**src/rtl/mips_multicycle_core.sv**
```systemverilog
// Multicycle MIPS-subset core. One shared, wait-state-capable memory port
// serves both instruction fetch and load/store data access.
module mips_multicycle_core #(
   parameter int              XLEN     = 32,
   parameter int              ADDR_W   = 10,
   parameter logic [XLEN-1:0] RESET_PC = '0
) (
   input  logic              clk,
   input  logic              reset,
   output logic              mem_req,
   output logic              mem_we,
   output logic [ADDR_W-1:0] mem_addr,
   output logic [XLEN-1:0]   mem_wdata,
   input  logic [XLEN-1:0]   mem_rdata,
   input  logic              mem_ready,
   output logic              halted,
   output logic [XLEN-1:0]   pc,
   output logic [XLEN-1:0]   instr_count
);
   typedef enum logic [2:0] {S_FETCH, S_DECODE, S_EXEC, S_MEM, S_WB, S_HALT} state_t;

   localparam logic [5:0] OP_R    = 6'b000000;
   localparam logic [5:0] OP_J    = 6'b000010;
   localparam logic [5:0] OP_JAL  = 6'b000011;
   localparam logic [5:0] OP_BEQ  = 6'b000100;
   localparam logic [5:0] OP_BNE  = 6'b000101;
   localparam logic [5:0] OP_LI   = 6'b001001;
   localparam logic [5:0] OP_XORI = 6'b001110;
   localparam logic [5:0] OP_LW   = 6'b100011;
   localparam logic [5:0] OP_SW   = 6'b101011;
   localparam logic [5:0] FN_ADD  = 6'b100000;
   localparam logic [5:0] FN_SUB  = 6'b100010;
   localparam logic [5:0] FN_SLT  = 6'b101010;
   localparam logic [5:0] FN_JR   = 6'b001000;

   state_t          state_q, state_d;
   logic [XLEN-1:0] pc_q, pc_d, a_q, a_d, b_q, b_d, mdr_q, mdr_d, alu_q, alu_d, cnt_q, cnt_d;
   logic [31:0]     ir_q, ir_d;
   logic [XLEN-1:0] rf_q [32];

   logic            rf_we, retire;
   logic [4:0]      rf_wa;
   logic [XLEN-1:0] rf_wd;

   logic [5:0]      op, fn;
   logic [4:0]      rs, rt, rd;
   logic [XLEN-1:0] simm, jtgt, rs_val, rt_val;
   logic            unused_shamt;

   assign op           = ir_q[31:26];
   assign rs           = ir_q[25:21];
   assign rt           = ir_q[20:16];
   assign rd           = ir_q[15:11];
   assign fn           = ir_q[5:0];
   assign unused_shamt = ^ir_q[10:6];
   assign simm         = {{(XLEN-16){ir_q[15]}}, ir_q[15:0]};
   assign jtgt         = {pc_q[XLEN-1:26], ir_q[25:0]};
   assign rs_val       = (rs == 5'd0) ? '0 : rf_q[rs];
   assign rt_val       = (rt == 5'd0) ? '0 : rf_q[rt];

   // Memory port decoded from registered state only; reset masks it at once.
   assign mem_req     = ~reset & ((state_q == S_FETCH) | (state_q == S_MEM));
   assign mem_we      = ~reset & (state_q == S_MEM) & (op == OP_SW);
   assign mem_addr    = (state_q == S_MEM) ? alu_q[ADDR_W-1:0] : pc_q[ADDR_W-1:0];
   assign mem_wdata   = b_q;
   assign halted      = (state_q == S_HALT);
   assign pc          = pc_q;
   assign instr_count = cnt_q;

   always_comb begin
      state_d = state_q;
      pc_d    = pc_q;
      ir_d    = ir_q;
      a_d     = a_q;
      b_d     = b_q;
      mdr_d   = mdr_q;
      alu_d   = alu_q;
      rf_we   = 1'b0;
      rf_wa   = 5'd0;
      rf_wd   = '0;
      retire  = 1'b0;
      unique case (state_q)
         S_FETCH: if (mem_ready) begin
            ir_d    = mem_rdata[31:0];
            pc_d    = pc_q + XLEN'(1);
            state_d = S_DECODE;
         end
         S_DECODE: begin
            a_d = rs_val;
            b_d = rt_val;
            case (op)
               OP_J: begin
                  pc_d = jtgt; retire = 1'b1; state_d = S_FETCH;
               end
               OP_JAL: begin
                  rf_we = 1'b1; rf_wa = 5'd31; rf_wd = pc_q;
                  pc_d = jtgt; retire = 1'b1; state_d = S_FETCH;
               end
               OP_LI: begin
                  rf_we = 1'b1; rf_wa = rt; rf_wd = simm;
                  retire = 1'b1; state_d = S_FETCH;
               end
               OP_BNE, OP_BEQ: begin
                  alu_d = pc_q + simm; state_d = S_EXEC;
               end
               OP_R: state_d = (fn inside {FN_ADD, FN_SUB, FN_SLT, FN_JR}) ? S_EXEC : S_HALT;
               OP_LW, OP_SW, OP_XORI: state_d = S_EXEC;
               default: state_d = S_HALT;
            endcase
         end
         S_EXEC: begin
            state_d = S_WB;
            case (op)
               OP_R: case (fn)
                  FN_ADD: alu_d = a_q + b_q;
                  FN_SUB: alu_d = a_q - b_q;
                  FN_SLT: alu_d = {{(XLEN-1){1'b0}}, $signed(a_q) < $signed(b_q)};
                  default: begin
                     pc_d = a_q; retire = 1'b1; state_d = S_FETCH;
                  end
               endcase
               OP_XORI: alu_d = a_q ^ simm;
               OP_LW, OP_SW: begin
                  alu_d = a_q + simm; state_d = S_MEM;
               end
               default: begin
                  // Branch target was computed in DECODE from PC+1.
                  if ((op == OP_BNE) ? (a_q != b_q) : (a_q == b_q)) pc_d = alu_q;
                  retire  = 1'b1;
                  state_d = S_FETCH;
               end
            endcase
         end
         S_MEM: if (mem_ready) begin
            if (op == OP_SW) begin
               retire = 1'b1; state_d = S_FETCH;
            end else begin
               mdr_d = mem_rdata; state_d = S_WB;
            end
         end
         S_WB: begin
            rf_we   = 1'b1;
            rf_wa   = (op == OP_R) ? rd : rt;
            rf_wd   = (op == OP_LW) ? mdr_q : alu_q;
            retire  = 1'b1;
            state_d = S_FETCH;
         end
         default: state_d = S_HALT;
      endcase
      cnt_d = retire ? cnt_q + XLEN'(1) : cnt_q;
   end

   always_ff @(posedge clk) begin
      if (reset) begin
         state_q <= S_FETCH;
         pc_q    <= RESET_PC;
         ir_q    <= '0;
         a_q     <= '0;
         b_q     <= '0;
         mdr_q   <= '0;
         alu_q   <= '0;
         cnt_q   <= '0;
      end else begin
         state_q <= state_d;
         pc_q    <= pc_d;
         ir_q    <= ir_d;
         a_q     <= a_d;
         b_q     <= b_d;
         mdr_q   <= mdr_d;
         alu_q   <= alu_d;
         cnt_q   <= cnt_d;
      end
   end

   // $0 is never written, so it reads back as zero.
   always_ff @(posedge clk) begin
      if (reset) begin
         for (int i = 0; i < 32; i++) rf_q[i] <= '0;
      end else if (rf_we && rf_wa != 5'd0) begin
         rf_q[rf_wa] <= rf_wd;
      end
   end
endmodule

```
**config.mk**
```make
export PLATFORM = sky130hd
export DESIGN_NAME = mips_multicycle_core
export DESIGN_NICKNAME = d
export VERILOG_FILES = /design/src/rtl/mips_multicycle_core.sv
export SDC_FILE = /design/constraint.sdc
export NUM_CORES = 2
export LEC_CHECK = 0
export CORE_MARGIN = 10
export CORE_UTILIZATION = 32
export DETAILED_ROUTE_END_ITERATION = 8
export PLACE_DENSITY = 0.47
export SLEW_MARGIN = 10
export SYNTH_ARGS = -nofsm -noshare
export SYNTH_HDL_FRONTEND = slang
export SYNTH_SLANG_ARGS = --single-unit
```
**constraint.sdc**
```tcl
create_clock -name clk -period 4 [get_ports clk]
set_input_delay 0.4 -clock clk [delete_from_list [all_inputs] [get_ports clk]]
set_output_delay 0.4 -clock clk [all_outputs]
set_load 0.02 [all_outputs]
```
# After elaboration in Yosys (flattened, before gate mapping)
# Memory sizes are Yosys's and may differ from the RTL's. A register that Yosys moved wholly into a read port is not among the register bits.
# Cells that the tools add are included.
# op_classes
n_addsub	6
order_cmp	1
n_eq_ne	28
muxes	48
n_bitwise	8
reduce_logical	25
# ops
operator	n
32-bit one-hot mux with 3 select lines	3
32-bit two-way mux	8
32-bit one-hot mux with 2 select lines	4
32-bit adder	3
32-bit by 1-bit adder with 32-bit output, second input constant	2
32-bit equality test	1
32-bit less-than comparator	1
32-bit != test	1
32-bit OR reduction	1
32-bit subtractor	1
32-bit XOR	1
6-bit equality test, second input constant	5
5-bit two-way mux	6
26-bit two-way mux	1
5-bit one-hot mux with 2 select lines	2
6-bit by 4-bit equality test with 1-bit output, second input constant	3
3-bit one-hot mux with 3 select lines	2
3-bit two-way mux	5
3-bit one-hot mux with 5 select lines	1
6-bit by 2-bit equality test with 1-bit output, second input constant	2
6-bit by 3-bit equality test with 1-bit output, second input constant	2
1-bit two-way mux	12
6-bit AND reduction	2
5-bit zero test	2
other kinds (26)	45
# word_totals
ff_bits	227
ramBits	1024
inputBits	35
output_inout_bits	109
word_cells	126
mem_count	1
# memory_table
name	words	width	rd	rd_ports_with_merged_regs	wr	line	source
rf_q	32	32	2	2	32	39	logic [XLEN-1:0] rf_q [32];

# Depth between registers and ports, before layout
# logic_depth
ltp_word	10
ltp_mapped	15
ltp_nobuf	15

# Least setup slack after synthesis
# OpenSTA, ideal clock, no wires.
# synth_path
path_kind	register -> register
startpoint	register ir_q[15]
endpoint	register alu_q[30]
setup_time_ps	130
arrival_ps	3270
t_required_ps	3870
slack_ps	600
stages_incl_launch_ff	13
n_path_buf	0
period_less_slack_ps	3400
path_cell_list	dfxtp_1 ha_1 a21o_1 a21o_1 a21o_1 a21o_1 a21oi_1 o21ai_0 nor4b_2 o31ai_1 or4_1 a21oi_1 nor4_1
# synth_via
elab_chain_cells	3
elab_cells_between_ends	6
cone_classes	add/sub (2); mux (3); bitwise (1)
# synth_lines
item	line	source
from (decl)	38	logic [31:0] ir_q, ir_d;
from (signal assigned)	166	ir_q <= ir_d;
32-bit adder (tied with other cells)	124	alu_d = a_q + simm; state_d = S_MEM;
32-bit one-hot mux with 3 select lines or 32-bit two-way mux (tied branches)	113, 91	
32-bit one-hot mux with 2 select lines *	82	unique case (state_q)
to (signal assigned)	170	alu_q <= alu_d;
to (decl)	37	logic [XLEN-1:0] pc_q, pc_d, a_q, a_d, b_q, b_d, mdr_q, mdr_d, alu_q, alu_d, cnt_q, cnt_d;
# Mark *: on every way between the ends. The rest lies on a longest branch, timed or not. The select of a mux whose other input is x is not followed.
# A chain may end at the register's enable or synchronous reset.

==> results.json <==
{
  "post_drt_wl_per_cell_um": 30.2,
  "final_cell_mix": "nor2_1 (1322), edfxtp_1 (1024), mux4_2 (640), nand2_1 (356)",
  "syn_inst": 5696,
  "cts_resized": 0,
  "drive_above_1_share_pct": 24.0,
  "cts_setup_buffers": 0,
  "p_sw_w": 0.0102,
  "internal_power_w": 0.0257,
  "crit_slowest_cell": "nor3_1",
  "final_nets": 6096,
  "powerDensity_nw_per_um2": 436,
  "die_w_um": 486,
  "synthArstFlopShare_pct": 0,
  "hold_path_class": "input port to register",
  "clock-sinks": 1261,
  "grt_pass1_wl_um": 382000,
  "holdBufCountCts": 0,
  "area_growth_syn_to_layout_pct": 18.5,
  "yosysSeqAreaShare_pct": 51.0,
  "gp_congestion": 0.915,
  "path_cells": "nor4_1, buf_4, nand2_1, nor2_1, buf_4, a221oi_1, nor3_1, nand2_2, nand2b_2, buf_12",
  "avgSynthCellArea_um2": 12.2,
  "drt_wl_total_um": 269000,
  "worstSetupStartpointType": "register",
  "port_buffers": 143,
  "ir_drop_mv": 0.490,
  "vias_per_cell": 5.72,
  "synth_xor_area_share_pct": 1.13,
  "synthMuxAreaShare_pct": 22.3,
  "r2r_end": "rf_q[29][8]",
  "worst-path-buf-inv": 3,
  "synth_area_um2": 69600,
  "final_area_um2": 82500,
  "holdPathStages": 2,
  "critPathMostFrequentCell": "buf_4",
  "period_share_pct": 94.5,
  "clk_pin_slew_worst_paths_ps": 60,
  "grt_use_total_pct": 22.1,
  "ff2ff_path_depth": 10,
  "synth_compound_area_share_pct": 7.83,
  "criticalPathCategory": "register to register",
  "synthDistinctLibCells": 89,
  "hold_end": "mem_wdata[17]",
  "rrSetupSlack_ps": 220,
  "coreArea_um2": 217000,
  "cp.arrival_ps": 4270,
  "vias": 50900,
  "synth_edf_count": 1024,
  "grt_pass1_vias": 51100,
  "synth_ff_type": "edfxtp_1",
  "antenna_found_initial": 12,
  "power.share.sequential_pct": 42.1,
  "fp-row-count": 171,
  "max_stage_delay_ps": 910,
  "cts_tree": "yes",
  "clkPwrFrac_pct": 39.4,
  "hold_viol_final": 0,
  "synthAdderAreaFrac_pct": 2.40,
  "tightest_slew_ps": 1360,
  "setup_tns_ps": 0,
  "die_area_um2": 236000,
  "final_common_cell": "nor2_1",
  "drc": 0,
  "overflow": 0,
  "end_kind": "register",
  "start_util_pct": 32.1,
  "cts_root_buf": "clkbuf_16",
  "critPathMaxFanout": 23,
  "worstSkewPairLatency_ps": 840,
  "worst_clock_skew_ps": 40.2,
  "synth_top_family_by_area": "multiplexers",
  "min_period_ps": 3780,
  "dpl.hpwl_um": 185000,
  "synth-seq-cells": 1261,
  "rr_startpoint": "ir_q[31]",
  "fmax_mhz": 265,
  "max_cap_violations": 0,
  "p_leak_nw": 27.4,
  "drt_pass1_iterations": 8,
  "setup_viol": 0,
  "power_frac_comb_pct": 18.6,
  "switching_share_pct": 28.4,
  "ant_nets": 0,
  "synth-simple-area-share_pct": 12.0,
  "hold_path_startpoint": "reset",
  "grt_max_degree": 92,
  "slew_viol_final": 0,
  "hold_ws_ps": 125,
  "io_pins": 144,
  "relSlewSlack_pct": 9.14,
  "status": "complete, no violations",
  "htree_levels": 4,
  "crit_family": "simple AND/OR/NAND/NOR gates",
  "worstPathRequired_ps": 4490,
  "drt_iter0_markers": 6124,
  "numCtsBuffers": 150,
  "die_h_um": 486,
  "placed_area_um2": 77400,
  "clk_path_buf_depth": 3,
  "rsz0062_at_grt": "no",
  "post-route-util_pct": 38.0,
  "yosys_warnings": 0
}
==> registers in the layout, summed over array words and instances, names as in the netlist, named ones only <==
signal       flops
ir_q            32
a_q             32
instr_count     32
mem_wdata       32
state_q          3
alu_q           32
mdr_q           32
pc              32
rf_q          1024
==> worst max-delay path by stage <==
stage	from	endpoint	slack (ps)	cells past startpoint
after floorplan	ir_q[15]	alu_q[30]	600	12
after global placement	a_q[1]	alu_q[23]	190	12
after detailed placement	a_q[1]	alu_q[23]	110	12
after CTS	a_q[1]	alu_q[23]	90	12
after global routing	a_q[0]	alu_q[30]	10	14
final	ir_q[31]	rf_q[29][8]	220	10
==> power by group through the flow <==
stage / Combinational [W] / Clock [W] / Sequential, W
after detailed placement: 0.00664 / 0 / 0.0154
final: 0.00668 / 0.0141 / 0.0151
after floorplan: 0.00397 / 0 / 0.0152
after global routing: 0.00707 / 0.0149 / 0.0152
after CTS: 0.00666 / 0.0144 / 0.0151
after global placement: 0.00666 / 0 / 0.0153
==> per-stage QoR <==
step	std cells	setup slack, ps	power, W
after floorplan	5727	600	0.0192
after global placement	8631	192	0.0220
after detailed placement	8631	107	0.0220
after CTS	8905	94.1	0.0362
after global routing	8907	13.2	0.0371
final	8907	220	0.0359
==> Yosys cell counts, types with 39 or more instances <==
master	n	area, um2
edfxtp_1	1024	30700
nand2b_1	44	275
a221oi_1	40	350
a21o_1	44	330
nor3_1	59	295
xnor2_1	50	438
nand3_1	54	270
clkbuf_1	395	1480
inv_1	83	312
o21ai_0	139	696
buf_1	71	267
mux2i_1	76	761
a21oi_1	333	1670
xor2_1	40	350
buf_2	39	195
ha_1	127	1590
mux4_2	640	14400
nand2_1	388	1460
dfxtp_1	237	4740
nor2_1	1323	4970
==> cell type report <==
cell class	instances	area (um2)
antenna	1	2.50
clock buffer	198	4280
clock inverter	76	738
fill	20700	134000
inverter	85	319
multi-input combinational	3872	32400
sequential	1261	35500
tap	2854	3570
timing repair buffer	560	5620
==> routing by layer <==
| layer | share of wire [%] | global-route usage [%] | up-vias |
|---|---|---|---|
| met2 | 49 | 37.1 | 2213 |
| met3 | 7.3 | 3.73 | 362 |
| li1 | - | - | 22000 |
| met5 | 0 | 0 | - |
| met1 | 41 | 29.5 | 26400 |
| met4 | 2.7 | 6.14 | 0 |
==> cells by family after synthesis <==
group                    count (synthesis)
XOR/XNOR                                90
buffers and inverters                  595
AO/OA/AOI/OAI                          849
other                                    1
adder cells (fa/ha/maj)                131
AND/OR/NAND/NOR                       2021
multiplexers                           748
flip-flops                            1261
No activity file was read; power rests on OpenSTA's default activity.
